[src/rtl/scan_mux_if.sv]
// scan_mux_if: bundle of the sample-source side and the consumer side of
// scan_mux. The "master" modport is whoever drives the channel bank and the
// control inputs and consumes the output words. The "slave" modport is the
// multiplexer itself.
// Optional feature macro: SCAN_MUX_PARITY_EN adds the out_par signal.
interface scan_mux_if #(
  parameter int CHANNELS = 16,
  parameter int WIDTH    = 1
);
  localparam int SEL_W = $clog2(CHANNELS);

  logic [CHANNELS*WIDTH-1:0] data_in;
  logic [SEL_W-1:0]          sel;
  logic                      sel_load;
  logic                      mode;
  logic                      en;
  // "force" is a reserved word, hence the longer name
  logic                      force_ones;
  logic [WIDTH-1:0]          out_data;
  logic [SEL_W-1:0]          out_chan;
  logic                      out_valid;
  logic                      out_ready;
`ifdef SCAN_MUX_PARITY_EN
  logic                      out_par;
`endif

`ifdef SCAN_MUX_PARITY_EN
  modport master (
    output data_in, sel, sel_load, mode, en, force_ones, out_ready,
    input  out_data, out_chan, out_valid, out_par
  );
  modport slave (
    input  data_in, sel, sel_load, mode, en, force_ones, out_ready,
    output out_data, out_chan, out_valid, out_par
  );
`else
  modport master (
    output data_in, sel, sel_load, mode, en, force_ones, out_ready,
    input  out_data, out_chan, out_valid
  );
  modport slave (
    input  data_in, sel, sel_load, mode, en, force_ones, out_ready,
    output out_data, out_chan, out_valid
  );
`endif

endinterface

[src/rtl/scan_mux.sv]
// scan_mux: registered CHANNELS:1 multiplexer with a one-word valid/ready
// output stage, a channel pointer that either stays put (direct mode) or
// steps through the channels on every capture (scan mode), and a force input
// that replaces the captured word with all-ones.
// Optional feature macro: SCAN_MUX_PARITY_EN registers the even parity of
// each captured word onto out_par.
//
// state | meaning
// ------+---------------------------------------------------
// EMPTY | no word held, out_valid low, next enable captures
// FULL  | word held on out_data/out_chan until accepted
module scan_mux #(
  parameter int CHANNELS = 16,
  parameter int WIDTH    = 1
) (
  input logic       clk,
  input logic       rst,
  scan_mux_if.slave bus
);
  localparam int SEL_W = $clog2(CHANNELS);

  // Parity of an all-ones word is just the low bit of its width.
  localparam logic FORCE_PAR = 1'(WIDTH % 2);

  typedef enum logic {
    EMPTY = 1'b0,
    FULL  = 1'b1
  } state_t;

  state_t           state_q, state_nxt;
  logic [SEL_W-1:0] ptr_q, ptr_nxt;
  logic             capture;
  logic             sel_ok;
  logic [WIDTH-1:0] chan_word;
  logic [WIDTH-1:0] cap_word;
  logic [WIDTH-1:0] out_data_q;
  logic [SEL_W-1:0] out_chan_q;
  logic             out_valid_q;

  // Compare with one spare bit so a power-of-two CHANNELS does not truncate.
  assign sel_ok = ({1'b0, bus.sel} < (SEL_W + 1)'(CHANNELS));

  // Pick the word of the channel the pointer addresses; codes past the last
  // channel are never reachable but decode to zero for completeness.
  always_comb begin
    chan_word = '0;
    for (int k = 0; k < CHANNELS; k++) begin
      if (ptr_q == SEL_W'(k)) begin
        chan_word = bus.data_in[k*WIDTH +: WIDTH];
      end
    end
  end

  assign cap_word = bus.force_ones ? '1 : chan_word;

  // Next state, capture qualifier and next pointer.
  always_comb begin
    state_nxt = state_q;
    ptr_nxt   = ptr_q;
    capture   = bus.en && ((state_q == EMPTY) || bus.out_ready);

    if (capture) begin
      state_nxt = FULL;
    end else if ((state_q == FULL) && bus.out_ready) begin
      state_nxt = EMPTY;
    end

    if (capture && bus.mode) begin
      if (ptr_q == SEL_W'(CHANNELS - 1)) begin
        ptr_nxt = '0;
      end else begin
        ptr_nxt = ptr_q + 1'b1;
      end
    end

    // An explicit load overrides the scan step taken in the same cycle.
    if (bus.sel_load && sel_ok) begin
      ptr_nxt = bus.sel;
    end
  end

  // State, pointer and valid flag; valid is its own flop so the output is
  // not a decode of the state register.
  always_ff @(posedge clk or posedge rst) begin
    if (rst) begin
      state_q     <= EMPTY;
      ptr_q       <= '0;
      out_valid_q <= 1'b0;
    end else begin
      state_q     <= state_nxt;
      ptr_q       <= ptr_nxt;
      out_valid_q <= (state_nxt == FULL);
    end
  end

  // Output word and its channel tag, loaded only on a capture so a held
  // word stays frozen under backpressure.
  always_ff @(posedge clk or posedge rst) begin
    if (rst) begin
      out_data_q <= '0;
      out_chan_q <= '0;
    end else if (capture) begin
      out_data_q <= cap_word;
      out_chan_q <= ptr_q;
    end
  end

  assign bus.out_data  = out_data_q;
  assign bus.out_chan  = out_chan_q;
  assign bus.out_valid = out_valid_q;

`ifdef SCAN_MUX_PARITY_EN
  logic out_par_q;

  // Parity travels with the word it describes.
  always_ff @(posedge clk or posedge rst) begin
    if (rst) begin
      out_par_q <= 1'b0;
    end else if (capture) begin
      out_par_q <= bus.force_ones ? FORCE_PAR : ^chan_word;
    end
  end

  assign bus.out_par = out_par_q;
`endif

endmodule

[src/flat_wrapper.sv]
// flat-port wrapper written by rule: the top's interface ports become plain ports
module scan_mux_flat 
#(
  parameter int CHANNELS = 16,
  parameter int WIDTH    = 1
)
  (clk, rst, bus_data_in, bus_sel, bus_sel_load, bus_mode, bus_en, bus_force_ones, bus_out_ready, bus_out_data, bus_out_chan, bus_out_valid);
  scan_mux_if #(.CHANNELS(CHANNELS), .WIDTH(WIDTH)) bus_i ();
  input logic clk;
  input logic rst;
  input wire logic [$bits(bus_i.data_in)-1:0] bus_data_in;
  input wire logic [$bits(bus_i.sel)-1:0] bus_sel;
  input wire logic [$bits(bus_i.sel_load)-1:0] bus_sel_load;
  input wire logic [$bits(bus_i.mode)-1:0] bus_mode;
  input wire logic [$bits(bus_i.en)-1:0] bus_en;
  input wire logic [$bits(bus_i.force_ones)-1:0] bus_force_ones;
  input wire logic [$bits(bus_i.out_ready)-1:0] bus_out_ready;
  output wire logic [$bits(bus_i.out_data)-1:0] bus_out_data;
  output wire logic [$bits(bus_i.out_chan)-1:0] bus_out_chan;
  output wire logic [$bits(bus_i.out_valid)-1:0] bus_out_valid;
  assign bus_i.data_in = bus_data_in;
  assign bus_i.sel = bus_sel;
  assign bus_i.sel_load = bus_sel_load;
  assign bus_i.mode = bus_mode;
  assign bus_i.en = bus_en;
  assign bus_i.force_ones = bus_force_ones;
  assign bus_i.out_ready = bus_out_ready;
  assign bus_out_data = bus_i.out_data;
  assign bus_out_chan = bus_i.out_chan;
  assign bus_out_valid = bus_i.out_valid;
  scan_mux #(.CHANNELS(CHANNELS), .WIDTH(WIDTH)) u_core (.clk(clk), .rst(rst), .bus(bus_i));
endmodule
[config.mk]
export PLATFORM = sky130hd
export DESIGN_NAME = scan_mux_flat
export DESIGN_NICKNAME = d
export VERILOG_FILES = /design/src/rtl/scan_mux_if.sv /design/src/rtl/scan_mux.sv /design/src/flat_wrapper.sv
export SDC_FILE = /design/constraint.sdc
export NUM_CORES = 1
export LEC_CHECK = 0
export CORE_MARGIN = 4
export CORE_UTILIZATION = 39
export CTS_CLUSTER_SIZE = 14
export DETAILED_ROUTE_END_ITERATION = 8
export PLACE_DENSITY = 0.77
export REMOVE_ABC_BUFFERS = 1
export SLEW_MARGIN = 20
export SYNTH_ARGS = -nofsm -noshare
export SYNTH_HDL_FRONTEND = slang
export SYNTH_SLANG_ARGS = --single-unit
[constraint.sdc]
create_clock -name clk -period 2 [get_ports clk]
set_input_delay 0.2 -clock clk [delete_from_list [all_inputs] [get_ports clk]]
set_output_delay 0.2 -clock clk [all_outputs]
set_load 0.05 [all_outputs]
=== Yosys cells after proc, flatten, opt, wreduce, memory -nomap -nowiden ===
Cells that the tools add are included.

* Register bits: 10
* Latch bits: 0
* Bits in writable memories: 0
* ROM bits: 0
* Output and inout port bits: 6
* Memories: 0

* $add $sub $neg: 1
* Multiply operators: 0
* Divide/modulo/power cells: 0
* Magnitude comparators: 0
* Equality and inequality tests: 15
* Shift-type cells: 0
* Muxes and demuxes: 22
* Bitwise operators: 1
* Reduce and logical (&&, ||, !) cells: 7

{| class="wikitable"
|+ Operators by type and width
! operator !! count
|-
| $eq 4x4->1 const B || 8
|-
| $mux 1 || 19
|-
| $eq 4x3->1 const B || 4
|-
| $mux 4 || 3
|-
| $eq 4x2->1 const B || 2
|-
| $add 4x1->4 const B || 1
|-
| $eq 4x1->1 const B || 1
|-
| $logic_not 4->1 || 1
|-
| $reduce_bool 2->1 || 2
|-
| $logic_and 1x1->1 || 3
|-
| $logic_or 1x1->1 || 1
|-
| $not 1->1 || 1
|}

=== Depth between registers and ports, before layout ===
* Word-level depth: 18
* Depth in mapped cells: 7

=== Worst setup path after synthesis ===
Ideal clock, no wire load.

* Path kind: reg-to-reg
* Start point: register u_core.ptr_q[1]
* End point: register u_core.out_data_q, in the netlist u_core.bus.out_data
* Library setup time: 0.076 ns
* Data arrival time: 1.555 ns
* Required time: 1.924 ns
* Path slack: 0.369 ns
* Stages on the path, launching flop included: 8
* Buffers on the path: 0
* Period minus slack after synthesis: 1.631 ns
* Cell sequence: dfrtp_1 > inv_1 > ha_1 > nor2b_1 > a22oi_1 > a211o_1 > o221a_1 > o21ai_1

* Cells in the longest elaborated chain, start to end: 18
* Elaborated cells on any way between the ends: 33
* Classes of those cells: eq/ne (15); mux (17); reduce/logical (1)

{| class="wikitable"
|+ Ends and longest elaborated chain
! item !! RTL line !! text
|-
| from (decl) || scan_mux.sv:31 || <nowiki>logic [SEL_W-1:0] ptr_q, ptr_nxt;</nowiki>
|-
| from (signal assigned) || scan_mux.sv:91 || <nowiki>ptr_q <= ptr_nxt;</nowiki>
|-
| $logic_not 4->1 || scan_mux.sv:48 || <nowiki>if (ptr_q == SEL_W'(k)) begin</nowiki>
|-
| $mux 1 (15 in series) || scan_mux.sv:48 ||
|-
| $mux 1 (*) || scan_mux.sv:48 ||
|-
| $mux 1 (*) || scan_mux.sv:54 || <nowiki>assign cap_word = bus.force_ones ? '1 : chan_word;</nowiki>
|-
| to (signal assigned) || scan_mux.sv:103 || <nowiki>out_data_q <= cap_word;</nowiki>
|-
| to (decl) || scan_mux.sv:36 || <nowiki>logic [WIDTH-1:0] out_data_q;</nowiki>
|}

Every way passes the cells marked *; elsewhere a longest branch is shown, timed or not.
A chain may end at the register's enable or synchronous reset.

=== Worst setup path after layout ===
Ends and elaborated chain as after synthesis.

==> summary.txt <==
Outcome
  – Status: complete, no violations

Worst hold path
  – Worst min-delay path class: input pin to async pin

Clocking
  – CTS max path bufs: 2
  – Worst-Skew Late Latency: 0.27 ns
  – CTS tree: yes
  – Sink Count: 10
  – CTS clock-pin slew for the worst setup and hold paths: about 0.07 ns
  – CTS root buffer: clkbuf_4
  – Post-CTS Setup Repair Bufs: 0
  – Post-cts resize count: 0
  – Hold buffers post-CTS: 0
  – Htree depth: 1
  – Num CTS Buffers: 3

Cells and area
  – Final non-filler cell total: 138
  – Layout cell share with drive strength beyond 1: 6.140%
  – Number of inserted diodes: 0
  – Cell area after layout: 1082 um^2
  – Syn-to-layout area delta: 56.99%
  – # nets final: 146

STA
  – Fmax: 568.8 MHz
  – Fin Setup TNS: 0 ns
  – Hold_ws: 0.1960 ns
  – Final Hold Viols: 0
  – Ratio of final minimum period to clock period: 87.90%
  – # setup viols final: 0
  – Final Max Tran Viols: 0
  – Final worst path period need: 1.758 ns
  – RSZ-0062 raised after global routing: no
  – Worst Clk Skew: 0.007541 ns
  – Worst slew margin: 66.81%
  – Worst slew pin tran: 0.4963 ns

Yosys
  – Leading area contributor after synthesis: dfrtp_1
  – Synth Instances: 78
  – Asr flop ratio synth: 100.0%
  – Ys flop type: dfrtp_1
  – Synthesized cell area: 689.4 um^2
  – Post-synth EDFFs: 0
  – Area share of the largest cell type after synthesis: between 30% and 40%
  – Syn_area_per_cell: 8.839 um^2
  – Synth Warn #: 0
  – Flops & latches, synth: 10
  – Main area contributors after synthesis: dfrtp_1, ha_1, mux2_1
  – Yosys cell types: 28
  – Sequential-to-total area share from yosys stat: 36.30%

Critical path
  – Max FO, Critical Path: 5
  – Type of origin of the critical path: flop
  – Worst Path Arrival: just under 2 ns
  – Endpoint class of the critical path: flop
  – Data required time at the worst endpoint: 2.20 ns
  – Crit path kind: flop to flop

Power
  – Maximum vdd ir drop: approximately 0.5 mV
  – Total power: ~740 uW
  – Leak: 0.0004644 uW
  – Pwr Density: 681.4 nW/um^2

Global routing
  – Met3 usage: 6.627%
  – First-pass GRT wire length: 3036 um
  – Total gr overflow: 0
  – Largest net degree at the start of global routing: 15
  – M1 GR Usage: 19.05%
  – Busiest grt layer: met2
  – Gr usage total: 15.84%
  – Initial antenna violation count: 0
  – Vias in the first global route: 654
  – GR Util met2: 25.65%

Detailed routing
  – Per-cell routed wire length: between 10 and 15 um
  – 1st-pass router iterations: 5
  – Vias/cell: ~5.3
  – Routed vias: around 730
  – # DRC: 0
  – Post-Route WL: 1811 um
  – Final ANT Viol Nets: 0
  – Detailed Route Iter0 Violations: 23

Floorplan
  – Core ar.: 1594 um^2
  – Die footprint: 2505 um^2
  – I/O pins: 33
  – FP Rows: 14
  – Starting density of the core: 43.25%
  – Vert. Die Dim: 50.05 um
  – Die width: 50.05 um

Flow run
  – Max-Cap Viols: 0

Placement
  – Detailed placer's ending HPWL: approximately 1500 um
  – Area after DPL: approximately 1000 um^2
  – DP Cell Count: roughly 130
  – IO buf count: 32
  – Placer congestion estimate: 0.8173
through the flow:
stage | setup slack (ns) | utilization (%)
global placement | 0.3243 | 65.62
detailed placement | 0.2459 | 65.62
finish | 0.2420 | 67.90
global route | 0.06323 | 67.90
floorplan | 0.3689 | -
CTS | 0.2394 | 67.90
layer usage:
layer,wire length (um),vias up
met5,0,-
met2,909,31
li1,-,356
met3,142,4
met4,17,0
met1,742,341
critical path, stage by stage, from the launching register on:
cell and delay [ns]:
dfrtp_1 0.40, inv_1 0.11, ha_1 0.25, nor2b_1 0.19, a22oi_1 0.09, a211o_1 0.30, o221a_1 0.23, o21ai_1 0.12
area by class of cell:
class / instances / area [um^2]
clock buffer: 4 / 36.28
fill: 140 / 511.7
inverter: 4 / 15.01
multi-input combinational: 62 / 415.4
sequential: 10 / 250.2
tap: 24 / 30.03
timing repair buffer: 34 / 335.3
synthesized netlist by cell type (3+ instances only):
library cell,instances
dfrtp_1,10
ha_1,4
nor2b_1,3
mux2_1,4
a21oi_1,4
o21ai_0,3
o21ai_1,8
nand2_1,11
nand3_1,3
inv_1,4
nand2b_1,3
power breakdown:
part | switching (uW) | total [uW] | internal (uW)
Combinational | 160 | 300 | 140
Sequential | 25.3 | 255 | 230
Clock | 71.9 | 183 | 111
Total | 257 | 737 | 480
final timing paths:
check / startpoint / end / slack, ns / depth (start not counted)
worst max-delay path: u_core.ptr_q[1]$_DFFE_PP0P_ / u_core.bus.out_data$_DFFE_PP0P_ / 0.24 / 7
worst min-delay path: rst / u_core.bus.out_chan[0]$_DFFE_PP0P_ / 0.20 / 2
worst max register to register: u_core.ptr_q[1]$_DFFE_PP0P_ / u_core.bus.out_data$_DFFE_PP0P_ / 0.24 / 7
worst min register to register: u_core.bus.out_chan[1]$_DFFE_PP0P_ / u_core.bus.out_chan[1]$_DFFE_PP0P_ / 0.50 / 2
max in group asynchronous: rst / u_core.ptr_q[0]$_DFFE_PP0P_ / 1.53 / 2
min in group clk: bus_sel[3] / u_core.ptr_q[3]$_DFFE_PP0P_ / 0.48 / 3
cells by family after synthesis:
family / after synthesis / share of synthesized area [%]
AOI/OAI and AO/OA: 25 / 23.96
xor gates and xnor gates: 1 / 1.271
and+or+nand+nor: 26 / 18.33
DFF: 10 / 36.30
buffers and inverters: 6 / 3.446
muxes: 6 / 9.437
adders and majority gates: 4 / 7.260
flip-flops by register name, indices dropped and copies added (netlist names):
| name | count |
|---|---|
| u_core.state_q | 1 |
| u_core.bus.out_data | 1 |
| u_core.ptr_q | 4 |
| u_core.bus.out_chan | 4 |
placed cells by master, fill, tap and decap left out:
master	Yosys	final
a211o_1	1	1
a211oi_1	1	1
a21o_1	1	1
a21oi_1	4	4
a221oi_2	1	1
a22oi_1	1	1
a2bb2oi_1	1	1
a31oi_1	2	2
and3_1	1	1
buf_4	0	2
clkbuf_4	0	3
clkbuf_8	0	1
clkdlybuf4s50_1	0	32
dfrtp_1	10	10
ha_1	4	4
inv_1	4	4
mux2_1	4	4
mux2i_1	2	2
nand2_1	11	11
nand2b_1	3	3
nand3_1	3	3
nand4_1	2	2
nor2_1	1	1
nor2b_1	3	3
nor3_1	2	2
o21ai_0	3	3
o21ai_1	8	8
o221a_1	1	1
o41a_1	1	1
xor2_1	1	1
No activity file was read; power rests on OpenSTA's default activity.
